--- src/rtl/sw_seq_feeder.sv ---
// sw_seq_feeder
//   Front end of the Smith-Waterman systolic PE array. Unpacks the query (s)
//   and target (t) sequences from a packed word stream. s is shifted into the
//   array's s chain with valid low. t is then streamed one base per cycle with
//   valid high, followed by a drain of pad bases. The final max score is
//   captured from the last PE and reported with a one-cycle done pulse.
//
// Ports
//   clk, rst                 clock, synchronous active-high reset
//   start, len_s, len_t      job request; lengths sampled on start
//   in_valid/in_data/in_ready packed base words (base 0 in the LSBs)
//   s_out, s_shift           query base and shift enable for the s chain
//   t_out, valid_out         target base and valid into PE0
//   v_out, f_out, max_out    PE0 boundary inputs (always zero)
//   len_s_q                  latched query length for the array
//   max_in                   max_out of the last PE
//   score, done, err, busy   result, end-of-job pulse, t underflow, activity
module sw_seq_feeder #(
  parameter int BP_WIDTH   = 2,
  parameter int DATA_WIDTH = 16,
  parameter int WORD_WIDTH = 32,
  parameter int NUM_PE     = 64,
  parameter int LEN_WIDTH  = 16,
  parameter int PIPE_LAT   = 2
) (
  input  logic                  clk,
  input  logic                  rst,
  input  logic                  start,
  input  logic [LEN_WIDTH-1:0]  len_s,
  input  logic [LEN_WIDTH-1:0]  len_t,
  input  logic                  in_valid,
  input  logic [WORD_WIDTH-1:0] in_data,
  output logic                  in_ready,
  output logic [BP_WIDTH-1:0]   s_out,
  output logic                  s_shift,
  output logic [BP_WIDTH-1:0]   t_out,
  output logic                  valid_out,
  output logic [DATA_WIDTH-1:0] v_out,
  output logic [DATA_WIDTH-1:0] f_out,
  output logic [DATA_WIDTH-1:0] max_out,
  output logic [LEN_WIDTH-1:0]  len_s_q,
  input  logic [DATA_WIDTH-1:0] max_in,
  output logic [DATA_WIDTH-1:0] score,
  output logic                  done,
  output logic                  err,
  output logic                  busy
);

  localparam int BPW   = WORD_WIDTH / BP_WIDTH;
  localparam int IDX_W = (BPW > 1) ? $clog2(BPW) : 1;
  localparam int CNT_W = LEN_WIDTH + 1;

  typedef enum logic [2:0] {
    IDLE,
    LOAD_S,
    PRIME,
    STREAM_T,
    DRAIN,
    DONE
  } state_t;

  state_t                state_reg;
  logic [CNT_W-1:0]      cnt_reg;
  logic [LEN_WIDTH-1:0]  len_t_reg;

  // Two-entry word buffer
  logic [WORD_WIDTH-1:0] buf_mem [2];
  logic                  buf_wr_ptr_reg;
  logic                  buf_rd_ptr_reg;
  logic [1:0]            buf_count_reg;
  logic [IDX_W-1:0]      base_idx_reg;

  logic [BP_WIDTH-1:0]   head_bases [BPW];
  logic [BP_WIDTH-1:0]   cur_base;
  logic                  push;
  logic                  pop;
  logic                  flush;
  logic                  base_take;
  logic                  seq_last;
  logic                  buf_empty;
  logic                  buf_full;
  logic                  prime_ok;
  logic [CNT_W-1:0]      seq_len;
  logic [CNT_W-1:0]      t_words;
  logic [CNT_W-1:0]      drain_end;

  assign v_out   = '0;
  assign f_out   = '0;
  assign max_out = '0;

  assign busy = (state_reg != IDLE);

  assign buf_empty = (buf_count_reg == 2'd0);
  assign buf_full  = (buf_count_reg == 2'd2);

  // PRIME must be able to fill the buffer, otherwise it could never leave.
  assign in_ready = !buf_full &&
                    ((state_reg == LOAD_S) || (state_reg == PRIME) || (state_reg == STREAM_T));
  assign push     = in_valid && in_ready;
  assign flush    = (state_reg == IDLE) && start;

  // Split the head word into bases, base 0 from the LSBs.
  for (genvar gi = 0; gi < BPW; gi++) begin : g_unpack
    assign head_bases[gi] = buf_mem[buf_rd_ptr_reg][gi*BP_WIDTH +: BP_WIDTH];
  end
  assign cur_base = head_bases[base_idx_reg];

  // cnt_reg counts s bases in LOAD_S and valid cycles from STREAM_T onward.
  assign seq_len  = (state_reg == LOAD_S) ? {1'b0, len_s_q} : {1'b0, len_t_reg};
  assign seq_last = ((cnt_reg + CNT_W'(1)) == seq_len);

  assign base_take = ((state_reg == LOAD_S) || (state_reg == STREAM_T)) && !buf_empty;
  // A word is released after its last base or after the sequence's last base,
  // which discards the unused tail and makes t start on a fresh word.
  assign pop = base_take && ((base_idx_reg == IDX_W'(BPW - 1)) || seq_last);

  assign t_words   = ({1'b0, len_t_reg} + CNT_W'(BPW - 1)) / CNT_W'(BPW);
  assign prime_ok  = buf_full || ({{(CNT_W-2){1'b0}}, buf_count_reg} >= t_words);
  // Number of valid cycles: t bases plus the array pipeline depth.
  assign drain_end = {1'b0, len_t_reg} + CNT_W'(NUM_PE + PIPE_LAT);

  always_ff @(posedge clk) begin
    if (push) begin
      buf_mem[buf_wr_ptr_reg] <= in_data;
    end
  end

  always_ff @(posedge clk) begin
    if (rst || flush) begin
      buf_wr_ptr_reg <= 1'b0;
      buf_rd_ptr_reg <= 1'b0;
      buf_count_reg  <= 2'd0;
      base_idx_reg   <= '0;
    end else begin
      if (push) begin
        buf_wr_ptr_reg <= ~buf_wr_ptr_reg;
      end
      if (pop) begin
        buf_rd_ptr_reg <= ~buf_rd_ptr_reg;
      end
      case ({push, pop})
        2'b10:   buf_count_reg <= buf_count_reg + 2'd1;
        2'b01:   buf_count_reg <= buf_count_reg - 2'd1;
        default: buf_count_reg <= buf_count_reg;
      endcase
      if (pop) begin
        base_idx_reg <= '0;
      end else if (base_take) begin
        base_idx_reg <= base_idx_reg + IDX_W'(1);
      end
    end
  end

  // Control FSM; every array-facing output is registered here.
  always_ff @(posedge clk) begin
    if (rst) begin
      state_reg <= IDLE;
      cnt_reg   <= '0;
      len_t_reg <= '0;
      len_s_q   <= '0;
      s_shift   <= 1'b0;
      s_out     <= '0;
      t_out     <= '0;
      valid_out <= 1'b0;
      score     <= '0;
      done      <= 1'b0;
      err       <= 1'b0;
    end else begin
      s_shift   <= 1'b0;
      s_out     <= '0;
      t_out     <= '0;
      valid_out <= 1'b0;
      done      <= 1'b0;
      case (state_reg)
        IDLE: begin
          if (start) begin
            if ((len_s == '0) || (len_s > LEN_WIDTH'(NUM_PE)) || (len_t == '0)) begin
              err       <= 1'b1;
              done      <= 1'b1;
              state_reg <= DONE;
            end else begin
              len_s_q   <= len_s;
              len_t_reg <= len_t;
              err       <= 1'b0;
              cnt_reg   <= '0;
              state_reg <= LOAD_S;
            end
          end
        end
        LOAD_S: begin
          if (base_take) begin
            s_shift <= 1'b1;
            s_out   <= cur_base;
            if (seq_last) begin
              cnt_reg   <= '0;
              state_reg <= PRIME;
            end else begin
              cnt_reg <= cnt_reg + CNT_W'(1);
            end
          end
        end
        PRIME: begin
          if (prime_ok) begin
            state_reg <= STREAM_T;
          end
        end
        STREAM_T: begin
          if (buf_empty) begin
            // Source fell behind: the stream cannot stall, so abort.
            err       <= 1'b1;
            done      <= 1'b1;
            state_reg <= DONE;
          end else begin
            valid_out <= 1'b1;
            t_out     <= cur_base;
            cnt_reg   <= cnt_reg + CNT_W'(1);
            if (seq_last) begin
              state_reg <= DRAIN;
            end
          end
        end
        DRAIN: begin
          // cnt_reg == drain_end means the cycle now on the outputs is the
          // last valid one, whose max_in carries the final score.
          if (cnt_reg == drain_end) begin
            score     <= max_in;
            done      <= 1'b1;
            state_reg <= DONE;
          end else begin
            valid_out <= 1'b1;
            cnt_reg   <= cnt_reg + CNT_W'(1);
          end
        end
        DONE: begin
          state_reg <= IDLE;
        end
        default: begin
          state_reg <= IDLE;
        end
      endcase
    end
  end

endmodule

--- config.mk ---
export PLATFORM = sky130hd
export DESIGN_NAME = sw_seq_feeder
export DESIGN_NICKNAME = d
export VERILOG_FILES = /design/src/rtl/sw_seq_feeder.sv
export SDC_FILE = /design/constraint.sdc
export NUM_CORES = 1
export LEC_CHECK = 0
export ABC_AREA = 1
export BUFFER_PORTS_ARGS = -buffer_cell sky130_fd_sc_hd__buf_2
export CAP_MARGIN = 0
export CELL_PAD_IN_SITES_DETAIL_PLACEMENT = 0
export CELL_PAD_IN_SITES_GLOBAL_PLACEMENT = 1
export CORE_ASPECT_RATIO = 0.6
export CORE_MARGIN = 8
export CORE_UTILIZATION = 40
export CTS_CLUSTER_DIAMETER = 120
export DETAILED_ROUTE_END_ITERATION = 12
export PLACE_DENSITY_LB_ADDON = 0.1
export SLEW_MARGIN = 10
export SYNTH_ARGS = -nofsm -noshare
export SYNTH_HDL_FRONTEND = slang
export SYNTH_SLANG_ARGS = --single-unit
--- constraint.sdc ---
create_clock -name clk -period 3.3 [get_ports clk]
set_clock_uncertainty 0.1 [all_clocks]
set_input_delay 0.66 -clock clk [delete_from_list [all_inputs] [get_ports clk]]
set_output_delay 0.66 -clock clk [all_outputs]
set_load 0.02 [all_outputs]
After elaboration in Yosys (flattened, before gate mapping)
Memories as Yosys holds them, arrays and structs flattened. A register that Yosys moved wholly into a read port is not among the register bits.
Index checks and enable logic that the tools add are counted.
{"block": "classes", "n_addsub": 6, "magnitude_cmp": 3, "eq_ne": 20, "n_mux": 37, "bitwise": 7, "n_reduce_logical": 32}
{"cell": "$mux W17", "n": 6}
{"cell": "$pmux W17 S4", "n": 1}
{"cell": "$logic_not A16 Y1", "n": 2}
{"cell": "$mux W3", "n": 8}
{"cell": "$ne A2 B2 Y1 const B", "n": 9}
{"cell": "$add A16 B4 Y17 const B", "n": 1}
{"cell": "$add A16 B7 Y17 const B", "n": 1}
{"cell": "$add A17 B1 Y17 const B", "n": 1}
{"cell": "$eq A17 B16 Y1", "n": 1}
{"cell": "$eq A17 B17 Y1", "n": 1}
{"cell": "$gt A16 B7 Y1 const B", "n": 1}
{"cell": "$mux W16", "n": 1}
{"cell": "$pmux W3 S5", "n": 1}
{"cell": "$ge A2 B13 Y1", "n": 1}
{"cell": "$mux W1", "n": 13}
{"cell": "$reduce_and A6 Y1", "n": 2}
{"cell": "$bmux W2 S4", "n": 1}
{"cell": "$logic_or A1 B1 Y1", "n": 8}
{"cell": "$eq A3 B2 Y1 const B", "n": 2}
{"cell": "$not A1 Y1", "n": 6}
{"cell": "$reduce_and A3 Y1", "n": 2}
{"cell": "$reduce_or A3 Y1", "n": 2}
{"cell": "$ge A5 B5 Y1 const B", "n": 1}
{"cell": "$logic_and A1 B1 Y1", "n": 5}
{"cell": "other kinds (22)", "n": 28}
{"block": "totals", "regBits": 84, "ramBits": 64, "in_bits": 84, "out_inout_bits": 90, "word_cells": 121, "n_memories": 1}
{"memory": "buf_mem", "depth": 2, "word_bits": 32, "read_ports": 1, "rd_clocked_by_memory_dff": 1, "wr": 1, "line": "67", "rtl": "logic [WORD_WIDTH-1:0] buf_mem [2];"}

Depth between registers and ports, before layout
{"block": "logic_depth", "ltp_word": 7, "ltp_mapped": 22, "ltp_nobuf": 22}

Worst setup path before layout
OpenSTA, ideal clock, no wires.
{"block": "synth_path", "kind": "register to register", "from": "register state_reg[0]", "to": "memory buf_mem[1][0] (enable)", "arrival_time_ns": 2.822, "slack_ns": -0.045, "path_stages_with_launch": 5, "n_path_buf": 0, "period_less_slack_ns": 3.345, "cell_sequence": "dfxtp_1 nor2_1 nor3_1 nand2_1 nor2_1"}
{"block": "synth_between", "elab_chain_cells": 7, "elab_cells_between_ends": 9}
{"element": "from (decl)", "line": "62", "rtl": "state_t state_reg;"}
{"element": "from (signal assigned)", "line": "157", "rtl": "state_reg <= IDLE;"}
{"element": "from (signal assigned)", "line": "180", "rtl": "state_reg <= DONE;"}
{"element": "from (signal assigned)", "line": "186", "rtl": "state_reg <= LOAD_S;"}
{"element": "$eq A3 B1 Y1 / $eq A3 B2 Y1 (equally long branches)", "line": "98", "rtl": "((state_reg == LOAD_S) || (state_reg == PRIME) || (state_reg == STREAM_T));"}
{"element": "$logic_or A1 B1 Y1", "line": "98"}
{"element": "$logic_or A1 B1 Y1 (*)", "line": "98"}
{"element": "$logic_and A1 B1 Y1 (*)", "line": "97", "rtl": "assign in_ready = !buf_full &&"}
{"element": "named net in_ready", "line": "33", "rtl": "output logic in_ready,"}
{"element": "$logic_and A1 B1 Y1 (*)", "line": "99", "rtl": "assign push = in_valid && in_ready;"}
{"element": "$mux W1 (*)", "line": "123", "rtl": "if (push) begin"}
{"element": "$mux W1 (not written as such) (*)", "line": "124", "rtl": "buf_mem[buf_wr_ptr_reg] <= in_data;"}
{"element": "to (decl)", "line": "67"}
The timed path passes the listed nets; every way through them passes the cells marked *.

Worst setup path in the final report
{"block": "layout_path", "from": "register state_reg[1]", "to": "register buf_count_reg[1]"}
{"block": "layout_between", "elab_chain_cells": 7, "elab_cells_between_ends": 20}
{"element": "$eq A3 B1 Y1", "line": "109, 112"}
{"element": "$mux W16", "line": "109", "rtl": "assign seq_len = (state_reg == LOAD_S) ? {1'b0, len_s_q} : {1'b0, len_t_reg};"}
{"element": "$eq A17 B16 Y1", "line": "110", "rtl": "assign seq_last = ((cnt_reg + CNT_W'(1)) == seq_len);"}
{"element": "$logic_or A1 B1 Y1", "line": "115", "rtl": "assign pop = base_take && ((base_idx_reg == IDX_W'(BPW - 1)) || seq_last);"}
{"element": "$logic_and A1 B1 Y1 (*)", "line": "115"}
{"element": "named net pop", "line": "76", "rtl": "logic pop;"}
{"element": "$eq A2 B1 Y1 / $eq A2 B2 Y1 (equally long branches)", "line": "141", "rtl": "case ({push, pop})"}
{"element": "$pmux W2 S2 / $reduce_bool A2 Y1 (equally long branches)"}
{"element": "to (signal assigned)", "line": "142", "rtl": "2'b10: buf_count_reg <= buf_count_reg + 2'd1;"}
{"element": "to (signal assigned)", "line": "143", "rtl": "2'b01: buf_count_reg <= buf_count_reg - 2'd1;"}
{"element": "to (signal assigned)", "line": "144", "rtl": "default: buf_count_reg <= buf_count_reg;"}
{"element": "to (decl)", "line": "70", "rtl": "logic [1:0] buf_count_reg;"}
Marked as above.
A chain may end at the register's enable or synchronous reset.

==> impl_results.html <==
<table>
<tr><th>Metric</th><th>Value</th></tr>
<tr><th colspan="2">Outcome</th></tr>
<tr><td>Status</td><td>complete, no violations</td></tr>
<tr><th colspan="2">Global route</th></tr>
<tr><td>Residual overflow from global routing</td><td>0</td></tr>
<tr><td>Global-route track usage on met2</td><td>24.78%</td></tr>
<tr><td>First-pass GRT wire length</td><td>40.54 mm</td></tr>
<tr><td>Maximum number of pins on one net before global-route repair</td><td>46</td></tr>
<tr><td>GRT Util Overall</td><td>about 20%</td></tr>
<tr><td>Met3 global-route usage</td><td>5.698%</td></tr>
<tr><td>Initial antenna violation count</td><td>0</td></tr>
<tr><td>Vias in the first global route</td><td>7,069</td></tr>
<tr><td>Most utilized layer in the global route result</td><td>met1</td></tr>
<tr><td>GR met1 Demand/Resource</td><td>around a third</td></tr>
<tr><th colspan="2">Setup path</th></tr>
<tr><td>Register-to-register setup slack</td><td>0.24 ns</td></tr>
<tr><td>Arrival time of the worst setup path</td><td>3.31 ns</td></tr>
<tr><td>Origin of the worst setup path</td><td>state_reg[1]$_SDFFE_PP0P_</td></tr>
<tr><td>Crit. End Element</td><td>register</td></tr>
<tr><td>Endpoint of the worst-slack reg-to-reg timing path</td><td>buf_count_reg[1]$_SDFFE_PP0P_</td></tr>
<tr><td>Endpoint required time on the critical path</td><td>3.55 ns</td></tr>
<tr><td>Type of the setup path with the least slack</td><td>register to register</td></tr>
<tr><td>Start of the worst register-to-register path</td><td>state_reg[1]$_SDFFE_PP0P_</td></tr>
<tr><td>Critical Path Start Type</td><td>register</td></tr>
<tr><td>Logic depth of the worst register-to-register path</td><td>20</td></tr>
<tr><td>Worst setup path endpoint</td><td>buf_count_reg[1]$_SDFFE_PP0P_</td></tr>
<tr><td>Critical path fanouts, max</td><td>16</td></tr>
<tr><th colspan="2">Power and ir drop</th></tr>
<tr><td>Sequential group share of total power</td><td>35.9%</td></tr>
<tr><td>Share of total power in combinational logic</td><td>33.3%</td></tr>
<tr><td>Int Pwr</td><td>4.126 mW</td></tr>
<tr><td>Worst voltage drop across the vdd grid</td><td>around 0.42 mV</td></tr>
<tr><td>Pwr/cell area</td><td>~700 nW/µm²</td></tr>
<tr><td>Proportion of power drawn by the clock network</td><td>between 30% and 40%</td></tr>
<tr><td>Leak pwr</td><td>4.468 nW</td></tr>
<tr><td>Reported net switching power</td><td>2.570 mW</td></tr>
<tr><td>Switching Share</td><td>38.38%</td></tr>
<tr><th colspan="2">Synthesis</th></tr>
<tr><td>Seq/Total Area, Yosys</td><td>43.00%</td></tr>
<tr><td>Count of flip-flops with a built-in enable after synthesis</td><td>64</td></tr>
<tr><td>Distinct cell type count of the synthesized netlist</td><td>44</td></tr>
<tr><td>Mean instance size in the synthesized netlist</td><td>7.411 µm²</td></tr>
<tr><td>Share of the synthesized area in the top cell type</td><td>22.81%</td></tr>
<tr><td>Mapped Cells</td><td>between 1,000 and 1,500</td></tr>
<tr><td>Most common cell in the synthesized netlist</td><td>sky130_fd_sc_hd__nand2_1</td></tr>
<tr><td>Flip-flop and latch count after synthesis</td><td>149</td></tr>
<tr><td>Ys flop type</td><td>sky130_fd_sc_hd__dfxtp_1</td></tr>
<tr><td>Synth warn</td><td>0</td></tr>
<tr><td>Share of synthesized registers carrying an async set or reset</td><td>0%</td></tr>
<tr><td>Commonest cells in the netlist</td><td>sky130_fd_sc_hd__nand2_1 (272), sky130_fd_sc_hd__nor2_1 (173), sky130_fd_sc_hd__inv_1 (126)</td></tr>
<tr><td>Most area-hungry cell type in the Yosys netlist</td><td>sky130_fd_sc_hd__edfxtp_1</td></tr>
<tr><td>Cells taking the most area after synthesis</td><td>sky130_fd_sc_hd__edfxtp_1 (23%), sky130_fd_sc_hd__dfxtp_1 (20%), sky130_fd_sc_hd__nand2_1 (12%)</td></tr>
<tr><td>Cell area after synthesis</td><td>roughly 8400 µm²</td></tr>
<tr><th colspan="2">STA</th></tr>
<tr><td>Hold WS</td><td>0.3150 ns</td></tr>
<tr><td>RSZ-0062 raised after global routing</td><td>no</td></tr>
<tr><td>Highest clock frequency the design can meet</td><td>0.3265 GHz</td></tr>
<tr><td>Time the worst path needs with I/O delays and setup</td><td>3.063 ns</td></tr>
<tr><td>Part of the cycle the worst path needs</td><td>92.80%</td></tr>
<tr><td>Transition time at the pin with the least slew margin</td><td>0.5981 ns</td></tr>
<tr><td>Worst Setup Slack, final</td><td>0.2375 ns</td></tr>
<tr><td>Total count of hold-check failures in the final report</td><td>0</td></tr>
<tr><td>TNS Setup</td><td>0 ns</td></tr>
<tr><td>Relative slew margins</td><td>59.71%</td></tr>
<tr><td>Final number of max-transition violations</td><td>0</td></tr>
<tr><td>Count of final setup violators</td><td>0</td></tr>
<tr><th colspan="2">Route</th></tr>
<tr><td>First-pass DRT Iterations</td><td>6</td></tr>
<tr><td>Number of antenna-violating nets in the routed design</td><td>0</td></tr>
<tr><td>Starting DRT DRC Count</td><td>658</td></tr>
<tr><td>Total Wirelength</td><td>26.60 mm</td></tr>
<tr><td>Overall via count from detail_route</td><td>7,630</td></tr>
<tr><td>Final routed DRC violation total</td><td>0</td></tr>
<tr><td>Ratio of routed vias to standard cells</td><td>4.904</td></tr>
<tr><td>WL/cell</td><td>approximately 17 µm</td></tr>
<tr><th colspan="2">Min path</th></tr>
<tr><td>Type of the most critical hold path</td><td>input pin to register</td></tr>
<tr><th colspan="2">Final layout</th></tr>
<tr><td>Largest register FFs</td><td>64</td></tr>
<tr><td>Post-route standard cell area excluding fillers</td><td>~9800 µm²</td></tr>
<tr><td>Share of cells above drive strength 1</td><td>17.85%</td></tr>
<tr><td>Final cell utilization of the core</td><td>47.21%</td></tr>
<tr><td>Total of fill cells in the finished design</td><td>2,189</td></tr>
<tr><td>Post-layout net count</td><td>roughly 1,400</td></tr>
<tr><td>Synth-to-Final Area Change</td><td>16.67%</td></tr>
<tr><td>Diode count</td><td>0</td></tr>
<tr><th colspan="2">Place</th></tr>
<tr><td>Cell area after placement</td><td>9160 µm²</td></tr>
<tr><td>Worst slack at placement</td><td>0.1352 ns</td></tr>
<tr><td>Weighted congestion at the end of routability-driven global placement</td><td>0.8661</td></tr>
<tr><td>Input/output buffers</td><td>125</td></tr>
<tr><td>DP Wirelength</td><td>between 20 and 25 mm</td></tr>
<tr><th colspan="2">Floorplan</th></tr>
<tr><td># rows</td><td>41</td></tr>
<tr><td>Placeable core area</td><td>20,830 µm²</td></tr>
<tr><td>Overall die area</td><td>26,120 µm²</td></tr>
<tr><td>Die height</td><td>between 100 and 150 µm</td></tr>
<tr><td>Die Wd</td><td>between 200 and 250 µm</td></tr>
<tr><td>Effective utilization at floorplan</td><td>40.46%</td></tr>
<tr><td>I/O pins</td><td>174</td></tr>
<tr><th colspan="2">Clock tree</th></tr>
<tr><td>CTS H-tree depth</td><td>4</td></tr>
<tr><td>Clock Path Buffers</td><td>2</td></tr>
<tr><td>Number of clock sinks</td><td>about 150</td></tr>
<tr><td>TritonCTS Buffers</td><td>17</td></tr>
<tr><td>Root buf cell</td><td>sky130_fd_sc_hd__clkbuf_16</td></tr>
<tr><td>Clock tree from TritonCTS</td><td>done</td></tr>
<tr><td>Clock Latency Late Sink</td><td>about 0.43 ns</td></tr>
<tr><td>Clk pin slew, worst setup/hold paths</td><td>approximately 0.070 ns</td></tr>
<tr><th colspan="2">Run</th></tr>
<tr><td>Reported max-cap violation count</td><td>0</td></tr>
</table>
critical path, cell delays in order, from the launching register on:
cell and delay, ns:
sky130_fd_sc_hd__dfxtp_1 0.53, sky130_fd_sc_hd__inv_2 0.19, sky130_fd_sc_hd__nand3_4 0.29, sky130_fd_sc_hd__nand2_1 0.09, sky130_fd_sc_hd__nand2_1 0.08, sky130_fd_sc_hd__nand2_1 0.04
sky130_fd_sc_hd__nand2_1 0.05, sky130_fd_sc_hd__nand2_1 0.06, sky130_fd_sc_hd__nor2_1 0.20, sky130_fd_sc_hd__nand3_1 0.14, sky130_fd_sc_hd__nor2_2 0.13, sky130_fd_sc_hd__nand3_1 0.13
sky130_fd_sc_hd__nand2_1 0.11, sky130_fd_sc_hd__nand2_1 0.09, sky130_fd_sc_hd__inv_1 0.08, sky130_fd_sc_hd__ha_1 0.23, sky130_fd_sc_hd__inv_1 0.08, sky130_fd_sc_hd__nand2_1 0.07
sky130_fd_sc_hd__nor2_1 0.08, sky130_fd_sc_hd__nor2_1 0.04, sky130_fd_sc_hd__nor3_1 0.16
layout make-up:
class                           instances  area [µm²]  share of cell area, %
Clock buffer                           19       432.9                  4.403
Sequential cell                       149        3625                  36.87
Inverter                              134       504.2                  5.129
Tap cell                              279       349.1                  3.551
Multi-Input combinational cell        821        3970                  40.38
Clock inverter                         13       180.2                  1.833
Timing Repair Buffer                  141       770.7                  7.839
through the flow:
stage                     total power, mW  std cells
after floorplan                     4.087       1184
after global placement              4.626       1521
after detailed placement            4.604       1521
after CTS                           6.672       1553
after global routing                7.123       1556
final                               6.696       1556
power groups by stage:
stage                     logic [mW]  registers [mW]  clock network (mW)
after floorplan                 1.71            2.38                   0
after global placement          2.19            2.43                   0
after detailed placement        2.17            2.43                   0
after CTS                       2.18            2.40                2.09
after global routing            2.51            2.43                2.18
final                           2.23            2.40                2.06
routing by layer:
layer	part of all wire, %	routed length (µm)
met2	35	9378
met5	0	0
met4	1.1	285
met3	8.5	2274
met1	55	14660
logic make-up after synthesis:
group                      Yosys count  share of synthesized area (%)
adders and majority gates            8                          1.188
xor gates and xnor gates            17                          1.767
muxes                                1                         0.1188
and+or+nand+nor                    595                          30.44
other                                1                        0.04450
DFF                                149                          43.00
AOI/OAI and AO/OA                  151                          11.05
buffers and inverters              215                          12.40
cells in the final DEF (no fill, tap or decap), types with 8 or more instances in the layout:
cell                        Yosys  layout
sky130_fd_sc_hd__nand2_1      272     271
sky130_fd_sc_hd__nor2_1       173     171
sky130_fd_sc_hd__inv_1        126     126
sky130_fd_sc_hd__buf_2          3     125
sky130_fd_sc_hd__nand3_1       89      89
sky130_fd_sc_hd__dfxtp_1       85      84
sky130_fd_sc_hd__o21ai_0       68      68
sky130_fd_sc_hd__edfxtp_1      64      64
sky130_fd_sc_hd__conb_1         1      48
sky130_fd_sc_hd__a21oi_1       34      34
sky130_fd_sc_hd__clkbuf_16      0      17
sky130_fd_sc_hd__a211oi_2      16      16
sky130_fd_sc_hd__o22ai_1       14      14
sky130_fd_sc_hd__buf_4         50      14
sky130_fd_sc_hd__nor2_2        12      12
sky130_fd_sc_hd__nand4_1       12      12
sky130_fd_sc_hd__xor2_1        12      12
sky130_fd_sc_hd__nor3_1         8       8
sky130_fd_sc_hd__ha_1           8       8
worst min-delay path by stage:
stage / depth (start not counted) / startpoint / to
2_1_floorplan: 2 / buf_rd_ptr_reg$_SDFFE_PP0P_ / register
3_3_place_gp: 2 / score[10]$_SDFFE_PP0P_ / score[10]$_SDFFE_PP0P_
3_5_place_dp: 2 / score[14]$_SDFFE_PP0P_ / score[14]$_SDFFE_PP0P_
4_1_cts: 1 / in_data[13] / buf_mem[0][13]$_DFFE_PP_
5_1_grt: 1 / in_data[28] / buf_mem[0][28]$_DFFE_PP_
6_report: 1 / in_data[13] / buf_mem[0][13]$_DFFE_PP_
timing repair:
item | 4_1_cts | 5_1_grt
setup buffers | 0 | 2
setup endpoints to repair | 0 | 1
resized for setup | 0 | 5
hold buffers | 0 | 0
Power figures use the tool's default switching activity.
